$ cat config.mk
export PLATFORM = sky130hd
export DESIGN_NAME = mem_byte_sequencer
export DESIGN_NICKNAME = d
export VERILOG_FILES = /design/src/rtl/mem_byte_sequencer.sv
export SDC_FILE = /design/constraint.sdc
export NUM_CORES = 1
export LEC_CHECK = 0
export ABC_AREA = 1
export BUFFER_PORTS_ARGS = -buffer_cell sky130_fd_sc_hd__buf_2
export CORE_MARGIN = 4
export CORE_UTILIZATION = 35
export CTS_CLUSTER_DIAMETER = 80
export CTS_CLUSTER_SIZE = 10
export DETAILED_ROUTE_END_ITERATION = 8
export SLEW_MARGIN = 20
export SYNTH_ARGS = -nofsm -noshare
export SYNTH_HDL_FRONTEND = slang
export SYNTH_SLANG_ARGS = --single-unit
$ cat constraint.sdc
create_clock -name clk -period 2.1 [get_ports clk]
set_clock_uncertainty 0.05 [all_clocks]
set_input_delay 0.21 -clock clk [delete_from_list [all_inputs] [get_ports clk]]
set_output_delay 0.21 -clock clk [all_outputs]
set_load 0.02 [all_outputs]
$ cat src/rtl/mem_byte_sequencer.sv
// Byte-serial load/store sequencer for a 64x8 big-endian data memory; MSB byte first.
// Latency accept->resp_valid: store N+1, load N+2, rejected access 1 cycle.
// req_ready is low while busy; no response backpressure. MEM_SEQ_UNALIGNED_EN drops the alignment check.
module mem_byte_sequencer #(
    parameter int ADDR_W    = 6,
    parameter int MEM_BYTES = 64
) (
    input  logic              clk,
    input  logic              rst_n,
    input  logic              req_valid,
    output logic              req_ready,
    input  logic              req_we,
    input  logic [1:0]        req_size,
    input  logic              req_unsigned,
    input  logic [ADDR_W-1:0] req_addr,
    input  logic [31:0]       req_wdata,
    output logic              resp_valid,
    output logic [31:0]       resp_rdata,
    output logic              resp_err,
    output logic [ADDR_W-1:0] mem_addr,
    output logic              mem_we,
    output logic [7:0]        mem_wdata,
    input  logic [7:0]        mem_rdata
);

    typedef enum logic [1:0] {IDLE, ACCESS, DRAIN, RESP} state_t;

    localparam logic [ADDR_W+1:0] MEM_LIM = (ADDR_W+2)'(MEM_BYTES);

    state_t      state, state_nxt;
    logic        we_q;
    logic        uns_q;
    logic [1:0]  size_q;
    logic [31:0] wdata_q;
    logic [31:0] acc;
    logic [1:0]  idx;
    logic [1:0]  last_q;

    logic [2:0]        n_req;
    logic [1:0]        last_req;
    logic              misalign;
    logic              oob;
    logic              req_err;
    logic [ADDR_W+1:0] end_addr;
    logic [1:0]        sel;
    logic              accept;
    logic              access_done;
    logic [31:0]       acc_nxt;

    always_comb begin
        n_req    = 3'd1;
        last_req = 2'd0;
        case (req_size)
            2'b01:   begin n_req = 3'd2; last_req = 2'd1; end
            2'b10:   begin n_req = 3'd4; last_req = 2'd3; end
            default: begin n_req = 3'd1; last_req = 2'd0; end
        endcase
    end

`ifdef MEM_SEQ_UNALIGNED_EN
    assign misalign = 1'b0;
`else
    assign misalign = ((req_size == 2'b01) && req_addr[0]) ||
                      ((req_size == 2'b10) && (req_addr[1:0] != 2'b00));
`endif

    // Two extra bits keep addr+N-1 from wrapping back into range.
    assign end_addr = {2'b00, req_addr} + {{(ADDR_W-1){1'b0}}, n_req} - (ADDR_W+2)'(1);
    assign oob      = (end_addr >= MEM_LIM);
    assign req_err  = (req_size == 2'b11) || misalign || oob;

    assign accept      = (state == IDLE) && req_valid;
    assign access_done = (state == ACCESS) && (idx == last_q);
    assign acc_nxt     = {acc[23:0], mem_rdata};

    function automatic logic [31:0] extend(input logic [31:0] v, input logic [1:0] size,
                                           input logic uns);
        logic [31:0] r;
        case (size)
            2'b00:   r = {{24{~uns & v[7]}}, v[7:0]};
            2'b01:   r = {{16{~uns & v[15]}}, v[15:0]};
            default: r = v;
        endcase
        return r;
    endfunction

    always_ff @(posedge clk or negedge rst_n) begin
        if (!rst_n) begin
            state <= IDLE;
        end else begin
            state <= state_nxt;
        end
    end

    always_comb begin
        state_nxt  = state;
        req_ready  = 1'b0;
        resp_valid = 1'b0;
        mem_we     = 1'b0;
        mem_wdata  = 8'h00;
        sel        = last_q - idx;
        case (state)
            IDLE: begin
                req_ready = 1'b1;
                if (req_valid) begin
                    state_nxt = req_err ? RESP : ACCESS;
                end
            end
            ACCESS: begin
                mem_we = we_q;
                if (we_q) begin
                    mem_wdata = wdata_q[{sel, 3'b000} +: 8];
                end
                if (idx == last_q) begin
                    state_nxt = we_q ? RESP : DRAIN;
                end
            end
            DRAIN: begin
                state_nxt = RESP;
            end
            RESP: begin
                resp_valid = 1'b1;
                state_nxt  = IDLE;
            end
            default: begin
                state_nxt = IDLE;
            end
        endcase
    end

    always_ff @(posedge clk or negedge rst_n) begin
        if (!rst_n) begin
            we_q       <= 1'b0;
            uns_q      <= 1'b0;
            size_q     <= 2'b00;
            wdata_q    <= 32'h0;
            acc        <= 32'h0;
            idx        <= 2'd0;
            last_q     <= 2'd0;
            mem_addr   <= '0;
            resp_rdata <= 32'h0;
            resp_err   <= 1'b0;
        end else begin
            if (accept) begin
                we_q    <= req_we;
                uns_q   <= req_unsigned;
                size_q  <= req_size;
                wdata_q <= req_wdata;
                acc     <= 32'h0;
                idx     <= 2'd0;
                last_q  <= last_req;
                if (req_err) begin
                    resp_err   <= 1'b1;
                    resp_rdata <= 32'h0;
                end else begin
                    mem_addr <= req_addr;
                end
            end
            if (state == ACCESS) begin
                if (idx != last_q) begin
                    idx      <= idx + 2'd1;
                    mem_addr <= mem_addr + ADDR_W'(1);
                end
                // Read data trails the address by one cycle, so byte 0 lands on the second access cycle.
                if (!we_q && (idx != 2'd0)) begin
                    acc <= acc_nxt;
                end
                if (access_done && we_q) begin
                    resp_err   <= 1'b0;
                    resp_rdata <= 32'h0;
                end
            end
            if (state == DRAIN) begin
                acc        <= acc_nxt;
                resp_err   <= 1'b0;
                resp_rdata <= extend(acc_nxt, size_q, uns_q);
            end
        end
    end

endmodule

Word level (Yosys, flattened, before mapping)
Cells that the tools add are included.
Cells by class
  bitwise logic cells: 3
  mux-type cells: 34
  equality and inequality tests: 11
  reductions and logical operators: 15
  $lt $le $gt $ge: 1
  add/sub/neg operators: 5
  shift operators: 1
Operators with widths (number)
  32-bit two-way mux: 9
  32-bit one-hot mux with 2 select lines: 1
  32-bit by 6-bit variable part select with 8-bit output: 1
  6-bit two-way mux: 4
  8-bit two-way mux: 2
  2-bit two-way mux: 6
  1-bit two-way mux: 9
  2-bit == test, second input constant: 4
  8-bit by 7-bit greater-or-equal comparator with 1-bit output, second input constant: 1
  2-bit one-hot mux with 4 select lines: 1
  7-bit by 1-bit subtractor with 8-bit output, second input constant: 1
  6-bit by 3-bit adder with 7-bit output: 1
  6-bit by 1-bit adder with 6-bit output, second input constant: 1
  2-bit by 1-bit == test with 1-bit output, second input constant: 3
  1-bit logical AND: 6
  3-bit one-hot mux with 2 select lines: 1
  2-bit logical NOT: 2
  2-bit one-hot mux with 2 select lines: 1
  2-bit nonzero test: 2
  1-bit logical OR: 3
  2-bit by 1-bit adder with 2-bit output, second input constant: 1
  1-bit AND: 2
  2-bit == test: 1
  2-bit by 1-bit inequality test with 1-bit output, second input constant: 1
  6 further kinds: 6
Word-level totals
  register bits: 113
  output and inout port bits: 50
  word-level logic and storage cells: 81
  bits of input ports: 53

Logic depth before layout (Yosys ltp)
Gate-level depths: netlist of the first run.
  depth after elaboration: 11
  mapped depth: 18
  gate-level depth less buffers: 18

Least setup slack after synthesis of the first run
OpenSTA, ideal clock, no wires.
  path kind: in2reg
  from: in req_size[0]
  to: reg resp_rdata[22]
  arrival: 2.139 ns
  library setup time: 0.077 ns
  path buffers: 1
  stages on the path: 18
  required time: 1.973 ns
  path slack: -0.166 ns
  path through: inv_1 ha_1 inv_1 ha_1 inv_1 ha_1 inv_1 fa_1 inv_1 nand4_1 nand2_1 nand2_2 nor2_8 nand2_4 nand2_8 buf_12 nand3_2 o21ai_1
On the way
  word-level cells in the longest chain between the ends: 11
  elaborated cells between the ends (all ways): 17
  classes of those cells: 2 x add/sub; 1 x order compare; 3 x eq/ne; 6 x mux; 5 x reduce/logical
Ends and longest elaborated chain
  start: declaration: RTL line 13  | input logic [1:0] req_size,
  2-bit == test / 2-bit by 1-bit == test with 1-bit output (equally long branches): RTL line 53, 64, 63
  3-bit one-hot mux with 2 select lines: RTL line 53  | case (req_size)
  6-bit by 3-bit adder with 7-bit output: RTL line 68  | assign end_addr = {2'b00, req_addr} + {{(ADDR_W-1){1'b0}}, n_req} - (ADDR_W+2)'(1);
  7-bit by 1-bit subtractor with 8-bit output: RTL line 68
  8-bit by 7-bit greater-or-equal comparator with 1-bit output: RTL line 69  | assign oob = (end_addr >= MEM_LIM);
  1-bit logical OR (*): RTL line 70  | assign req_err = (req_size == 2'b11) || misalign || oob;
  32-bit two-way mux (*): RTL line 152  | if (req_err) begin
  32-bit two-way mux (*): RTL line 144  | if (accept) begin
  32-bit two-way mux: RTL line 168  | if (access_done && we_q) begin
  32-bit two-way mux (*): RTL line 159  | if (state == ACCESS) begin
  32-bit two-way mux (*): RTL line 173  | if (state == DRAIN) begin
  end signal: assignment: RTL line 176  | resp_rdata <= extend(acc_nxt, size_q, uns_q);
  end: declaration: RTL line 18  | output logic [31:0] resp_rdata,
Mark *: on every way between the ends. The rest lies on a longest branch, timed or not.
A chain may end at the register's enable or synchronous reset.

Worst setup path in the final report of the first run
  from: reg idx[1]
  to: out mem_wdata[5]
On the way
  word-level cells in the longest chain between the ends: 4
Ends and longest elaborated chain
  start: declaration: RTL line 36  | logic [1:0] idx;
  start signal: assignment: RTL line 161  | idx <= idx + 2'd1;
  2-bit subtractor: RTL line 101  | sel = last_q - idx;
  32-bit by 6-bit variable part select with 8-bit output: RTL line 112  | mem_wdata = wdata_q[{sel, 3'b000} +: 8];
  8-bit two-way mux: RTL line 111  | if (we_q) begin
  8-bit two-way mux: RTL line 102  | case (state)
  end: declaration: RTL line 22  | output logic [7:0] mem_wdata,
No other way between the ends.

==> qor.csv, run 1 <==
metric;value;unit
status;finished with violations;
failing checks;setup timing;
core area;15200;µm²
maximum clock frequency;0.4631;GHz
PortBufs;102;
slew margin rel.;60.28;%
Die Footprint;17520;µm²
# nets final;841;
WP data required;1840;ps
top_reg_cell synth;dfrtp_1;
final critical-path required period;2159;ps
Final Hold Violating Endpoints;0;
mapped cell area;5414;µm²
Post-synth top cells;nand2_1, dfrtp_1, inv_1, o21ai_0, nand3_1;
GPL Wtd Cong;0.8043;
largest cells by area after synthesis;dfrtp_1, nand2_1, nand3_2, ha_1, inv_1;
GRT Total Usage;16.02;%
worst-case clock buffer depth;2;
number of synthesized register bits;105;
first-pass GRT wire length;22.85;mm
CTS sink cnt;105;
Clock Root Buffer;clkbuf_16;
GR Overflow Total;0;
Site Rows;45;
mux contribution to synthesized area;0;%
Worst Hold Class;in2reg;
crit path DAT;1900;ps
Combinational Power Share;49.9;%
largest family of logic cells by synthesized area;simple AND/OR/NAND/NOR gates;
layout cell share with drive strength beyond 1;31.99;%
part of the cycle the worst path needs;102.8;%
vias;4635;
post-synthesis cell type count;37;
routed len/inst;14.46;µm
crit-path cells;inv_2 > nand2_1 > and2_4 > or2_4 > nand2_8 > buf_12 > o21ai_2 > a31oi_1 > buf_2;
Syn Nets;701;
Setup CP Type;reg2out;
Synth Area in XOR/XNOR;0.3235;%
final WL;13.88;mm
Finish-stage setup viols;4;
RSZ-0062 raised after global routing;true;
CP delay by family, top;simple AND/OR/NAND/NOR gates;
Synth Area in Adders;4.992;%
Setup WS post-layout;-59.46;ps
Iter 0 DRT Violations;231;
internal power;5.888;mW
mean post-synth cell area;8.635;µm²
dpl hpwl;9.190;mm
EDFF count, synth;0;
die height;132.4;µm
Ant. Diodes;0;
later-pin clock latency in the skew report;360;ps
Post-route DRC;0;
number of antenna violations at the first check in global routing;0;
top cell type's share of synthesized area;48.53;%
DRT Pass-1 Iters;4;
Synth async-reset ratio;100.0;%
complex-gate fraction of the synthesized area;11.97;%
vias in the first global route;4579;
Post-Synth Simple-Gate Area;24.84;%
gate count of the mapped netlist;627;
area leader, netlist;dfrtp_1;
DIE WIDTH;132.4;µm
CTS tree;done;
num ports;103;
DR vias/cell;4.828;
setup tns final;-88.93;ps
antenna-violating nets left;0;
maximum fanout along the worst path;7;
slowest cell on the critical path;dfrtp_1;
CP Capture Type;output pin;
Leak;3.563;nW
Slew Viols, Final;0;
switch share;44.00;%
Reg clk slew, reported paths;70;ps
CP startpoint kind;register;
Finished Core Util;46.67;%
Crit path largest cell delay;390;ps
peak supply drop;0.8119;mV
clock share of power;16.5;%
Clock H-tree levels;3;
Flop pwr share;33.6;%
Max-cap violations;0;
CP bufs+invs;3;
most numerous cell in the Yosys netlist;nand2_1;
measured slew at the worst slew-check pin;595.7;ps
sequential area share after synthesis;48.53;%
synthesis-to-layout area growth;31.06;%
Initial Utilization;35.61;%
Net Sw Power;4.627;mW
CTS buffer count;9;
largest net degree at the start of global routing;67;
YS warnings;0;
pwr/cell area;1482;nW/µm²
==> path summary, 6_finish.rpt <==
| check | end | slack, ps | start | depth (start not counted) |
|---|---|---|---|---|
| worst max-delay path | mem_wdata[5] | -60 | idx[1]$_DFF_PN0_ | 9 |
| worst min-delay path | wdata_q[30]$_DFFE_PN0P_ | 10 | req_wdata[30] | 3 |
| worst max register to register | mem_addr[0]$_DFF_PN0_ | 240 | state[1]$_DFFE_PN0P_ | 9 |
| worst min register to register | wdata_q[0]$_DFFE_PN0P_ | 430 | wdata_q[0]$_DFFE_PN0P_ | 2 |
| max in group asynchronous | wdata_q[12]$_DFFE_PN0P_ | 1020 | rst_n | 3 |
| min in group asynchronous | resp_rdata[24]$_DFF_PN0_ | 350 | rst_n | 2 |
==> worst register-to-register path, cell delays in order, from the launching register on <==
cell and delay [ps]:
dfrtp_1 420, inv_1 110, ha_1 250, nand2_2 120
inv_4 380, nand3_4 180, nand2_1 90, nand3_1 60
nand2_1 70, inv_1 30
==> logic make-up (layout without fill, tap and decap cells) <==
| family | count (synthesis) | after routing |
|---|---|---|
| AO/OA/AOI/OAI | 120 | 120 |
| XOR/XNOR | 2 | 2 |
| adder cells (fa/ha/maj) | 21 | 21 |
| buffers and inverters | 107 | 247 |
| flip-flops | 105 | 105 |
| AND/OR/NAND/NOR | 272 | 277 |
==> routing by layer <==
metal	track usage, %	wire (µm)	vias to the layer above
li1	-	-	2314
met1	21.00	6291	2207
met2	26.35	6741	101
met3	4.237	685	13
met4	4.273	158	0
met5	0	0	-
==> registers in the layout, indices dropped and copies added (netlist names), 2 cells and up <==
name and flops:
idx 2, wdata_q 32, mem_addr 6, resp_rdata 32, acc 24, last_q 2, size_q 2, state 2
==> what timing repair did <==
action / CTS / global route
hold buffers: 18 / 0
hold endpoints to repair: 58 / 0
cloned: 3 / 2
pin swaps: 3 / 16
setup endpoints to repair: 42 / 47
resized for setup: 17 / 34
buffers inserted: 10 / 3
==> power groups by stage <==
| stage | Sequential (mW) | Clock (mW) | Combinational, mW |
|---|---|---|---|
| detailed placement | 3.57 | 0 | 4.61 |
| global route | 3.65 | 1.85 | 5.88 |
| global placement | 3.55 | 0 | 4.57 |
| floorplan | 3.82 | 0 | 3.01 |
| finish | 3.53 | 1.74 | 5.25 |
| CTS | 3.54 | 1.79 | 5.10 |
==> area by class of cell <==
class                           count  area (µm²)
Clock inverter                      5       63.81
Fill cell                        1494        8107
Multi-Input combinational cell    420        2535
Inverter                           73       299.0
Tap cell                          188       235.2
Clock buffer                       11       242.7
Sequential cell                   105        2628
Timing Repair Buffer              158        1092
==> cell usage in the layout (no fill, tap or decap), types with 6 or more instances in the layout <==
master | synthesis | routed
nor2_1 | 7 | 6
a21oi_1 | 28 | 26
a31oi_1 | 8 | 8
buf_2 | 12 | 93
nand2_1 | 176 | 174
nand2_8 | 1 | 7
o21ai_2 | 2 | 10
inv_2 | 7 | 13
ha_4 | 0 | 6
nand4_1 | 7 | 7
nand3_2 | 31 | 31
inv_1 | 66 | 56
buf_4 | 0 | 36
o21ai_0 | 42 | 39
o21ai_1 | 33 | 28
ha_1 | 20 | 14
buf_12 | 3 | 6
dfrtp_1 | 105 | 105
nand3_1 | 37 | 36
clkbuf_16 | 0 | 9
dlygate4sd3_1 | 0 | 18
==> through the flow <==
stage          worst slack, ps  hold slack (ps)  total power [mW]  std cells  cell area [µm²]
2_1_floorplan           -43.44           -135.6             6.827        627             5497
3_3_place_gp            -436.6            208.5             8.111        908             6257
3_5_place_dp            -483.3            214.2             8.174        908             6257
4_1_cts                 -80.73          0.04827             10.43        955             6923
5_1_grt                 -165.0            6.297             11.38        960             7096
6_report                -59.46            10.28             10.51        960             7096
Note: power is estimated with default switching activity, not from simulation.
==> inputs of run 2 (changes only) <==
- SKIP_CTS_REPAIR_TIMING: unset -> 1
- clock period: 2.1 -> 2.6 ns (I/O delays scaled with it)
==> qor.csv, run 2 (synthesized netlist as in run 1, its figures left out) <==
metric;value;unit;change
slew margin rel.;45.14;%;was 60.28%
DIE WIDTH;132.4;µm;unchanged
maximum clock frequency;0.4141;GHz;
Clock Root Buffer;clkbuf_16;;unchanged
Finished Core Util;42.39;%;was 46.67%
GPL Wtd Cong;0.7728;;was 0.8043
pwr/cell area;1209;nW/µm²;was 1482 nW/µm²
Regs by FF count;resp_rdata: 32 flops, wdata_q: 32 flops, acc: 24 flops;;unchanged
core area;15200;µm²;unchanged
PortBufs;102;;unchanged
crit path DAT;2110;ps;was 1900 ps
Pwr Total;7.789;mW;was 10.51 mW
number of antenna violations at the first check in global routing;0;;unchanged
CTS tree;done;;unchanged
vias in the first global route;4383;;was 4579
CTS sink cnt;105;;unchanged
vias;4385;;was 4635
DRT Pass-1 Iters;4;;unchanged
failing checks;hold timing;;was setup timing
die height;132.4;µm;unchanged
layout cell share with drive strength beyond 1;26.64;%;was 31.99%
GRT Total Usage;15.13;%;was 16.02%
# nets final;801;;was 841
Initial Utilization;35.61;%;unchanged
GR Overflow Total;0;;unchanged
Reg clk slew, reported paths;80;ps;was 70 ps
peak supply drop;0.5547;mV;was 0.8119 mV
Post-route DRC;0;;unchanged
Leak;3.354;nW;was 3.563 nW
antenna-violating nets left;0;;unchanged
Setup CP Type;reg2out;;unchanged
later-pin clock latency in the skew report;350;ps;was 360 ps
synthesis-to-layout area growth;19.02;%;was 31.06%
CP Capture Type;output pin;;unchanged
part of the cycle the worst path needs;92.89;%;
final critical-path required period;2415;ps;
largest net degree at the start of global routing;67;;unchanged
DR vias/cell;4.766;;was 4.828
status;finished with violations;;unchanged
Multi-input gate area;2292;µm²;was 2535 µm²
Max-cap violations;0;;unchanged
CP startpoint kind;register;;unchanged
RSZ-0062 raised after global routing;false;;was true
FILL cells;1544;;was 1494
routed len/inst;13.90;µm;was 14.46 µm
Non-Filler Instances;920;;was 960
measured slew at the worst slew-check pin;822.9;ps;was 595.7 ps
WP data required;2290;ps;was 1840 ps
final WL;12.79;mm;was 13.88 mm
Finish-stage setup viols;0;;was 4
CTS buffer count;9;;unchanged
Iter 0 DRT Violations;210;;was 231
worst-case clock buffer depth;2;;unchanged
maximum fanout along the worst path;11;;was 7
num ports;103;;unchanged
first-pass GRT wire length;21.90;mm;was 22.85 mm
Die Footprint;17520;µm²;unchanged
Fin Hold WS;-50.60;ps;was 10.28 ps
Reg2Reg Depth;10;;was 9
DP Area;6145;µm²;was 6257 µm²
most common cell after layout, fill and taps aside;nand2_1;;unchanged
dpl hpwl;8.956;mm;was 9.190 mm
Site Rows;45;;unchanged
Register Area;2628;µm²;unchanged
Clock H-tree levels;3;;unchanged
setup tns final;0;ps;was -88.93 ps
Cells after DPL;904;;was 908
Worst Hold Class;in2async;;was in2reg
commonest non-fill, non-tap cells in the layout;nand2_1, dfrtp_1, buf_2;;unchanged
Slew Viols, Final;0;;unchanged
Final Hold Violating Endpoints;60;;was 0
Final Instance Area;6444;µm²;was 7096 µm²
Ant. Diodes;0;;unchanged
## run 2: cell types whose count changed in the layout (fill, tap and decap cells not counted), moves of 8 or more
cell	delta
o21ai_2	-8
inv_1	+10
buf_2	+8
buf_4	-18
dlygate4sd3_1	-18
## run 2: metrics by stage
stage / worst slack, ps / hold WS [ps]
3_3_place_gp: -22.69 / 366.8
3_5_place_dp: -75.01 / 361.8
2_1_floorplan: 283.8 / -85.59
5_1_grt: 14.46 / 14.83
4_1_cts: 149.7 / -17.43
6_report: 184.9 / -50.60
## run 2: layout make-up
type,count,share of cell area [%]
clock buffer,9,3.495
inverter,73,4.252
sequential,105,40.78
timing repair buffer,123,11.18
multi-input combinational,415,35.57
clock inverter,7,1.068
tap,188,3.650
## run 2: power breakdown
group / total (mW) / internal, mW / switching (mW)
combinational: 3.58 / 1.21 / 2.37
clock: 1.36 / 0.678 / 0.679
sequential: 2.85 / 2.35 / 0.493
total: 7.79 / 4.24 / 3.54
## run 2: path summary, 6_finish.rpt
check / start / to / slack [ps]
hold reg to reg: wdata_q[0]$_DFFE_PN0P_ / wdata_q[0]$_DFFE_PN0P_ / 430
setup reg to reg: state[1]$_DFFE_PN0P_ / resp_rdata[31]$_DFF_PN0_ / 540
setup / recovery: state[1]$_DFFE_PN0P_ / mem_wdata[7] / 180
min in group clk: req_wdata[14] / wdata_q[14]$_DFFE_PN0P_ / 50
max in group asynchronous: rst_n / idx[1]$_DFF_PN0_ / 1860
hold / removal: rst_n / acc[22]$_DFF_PN0_ / -50
## run 2: metal layers
metal	global-route usage (%)	wire length, µm
met4	4.273	147
met3	3.550	642
met1	20.40	6101
met2	24.42	5896
met5	0	0
## run 2: worst max-delay path: stages, from the launching register on
cell and delay, ps:
dfrtp_1 420, inv_1 110, ha_1 210, nand2_1 60
inv_1 280, o21ai_0 160, a31oi_1 280, buf_2 230
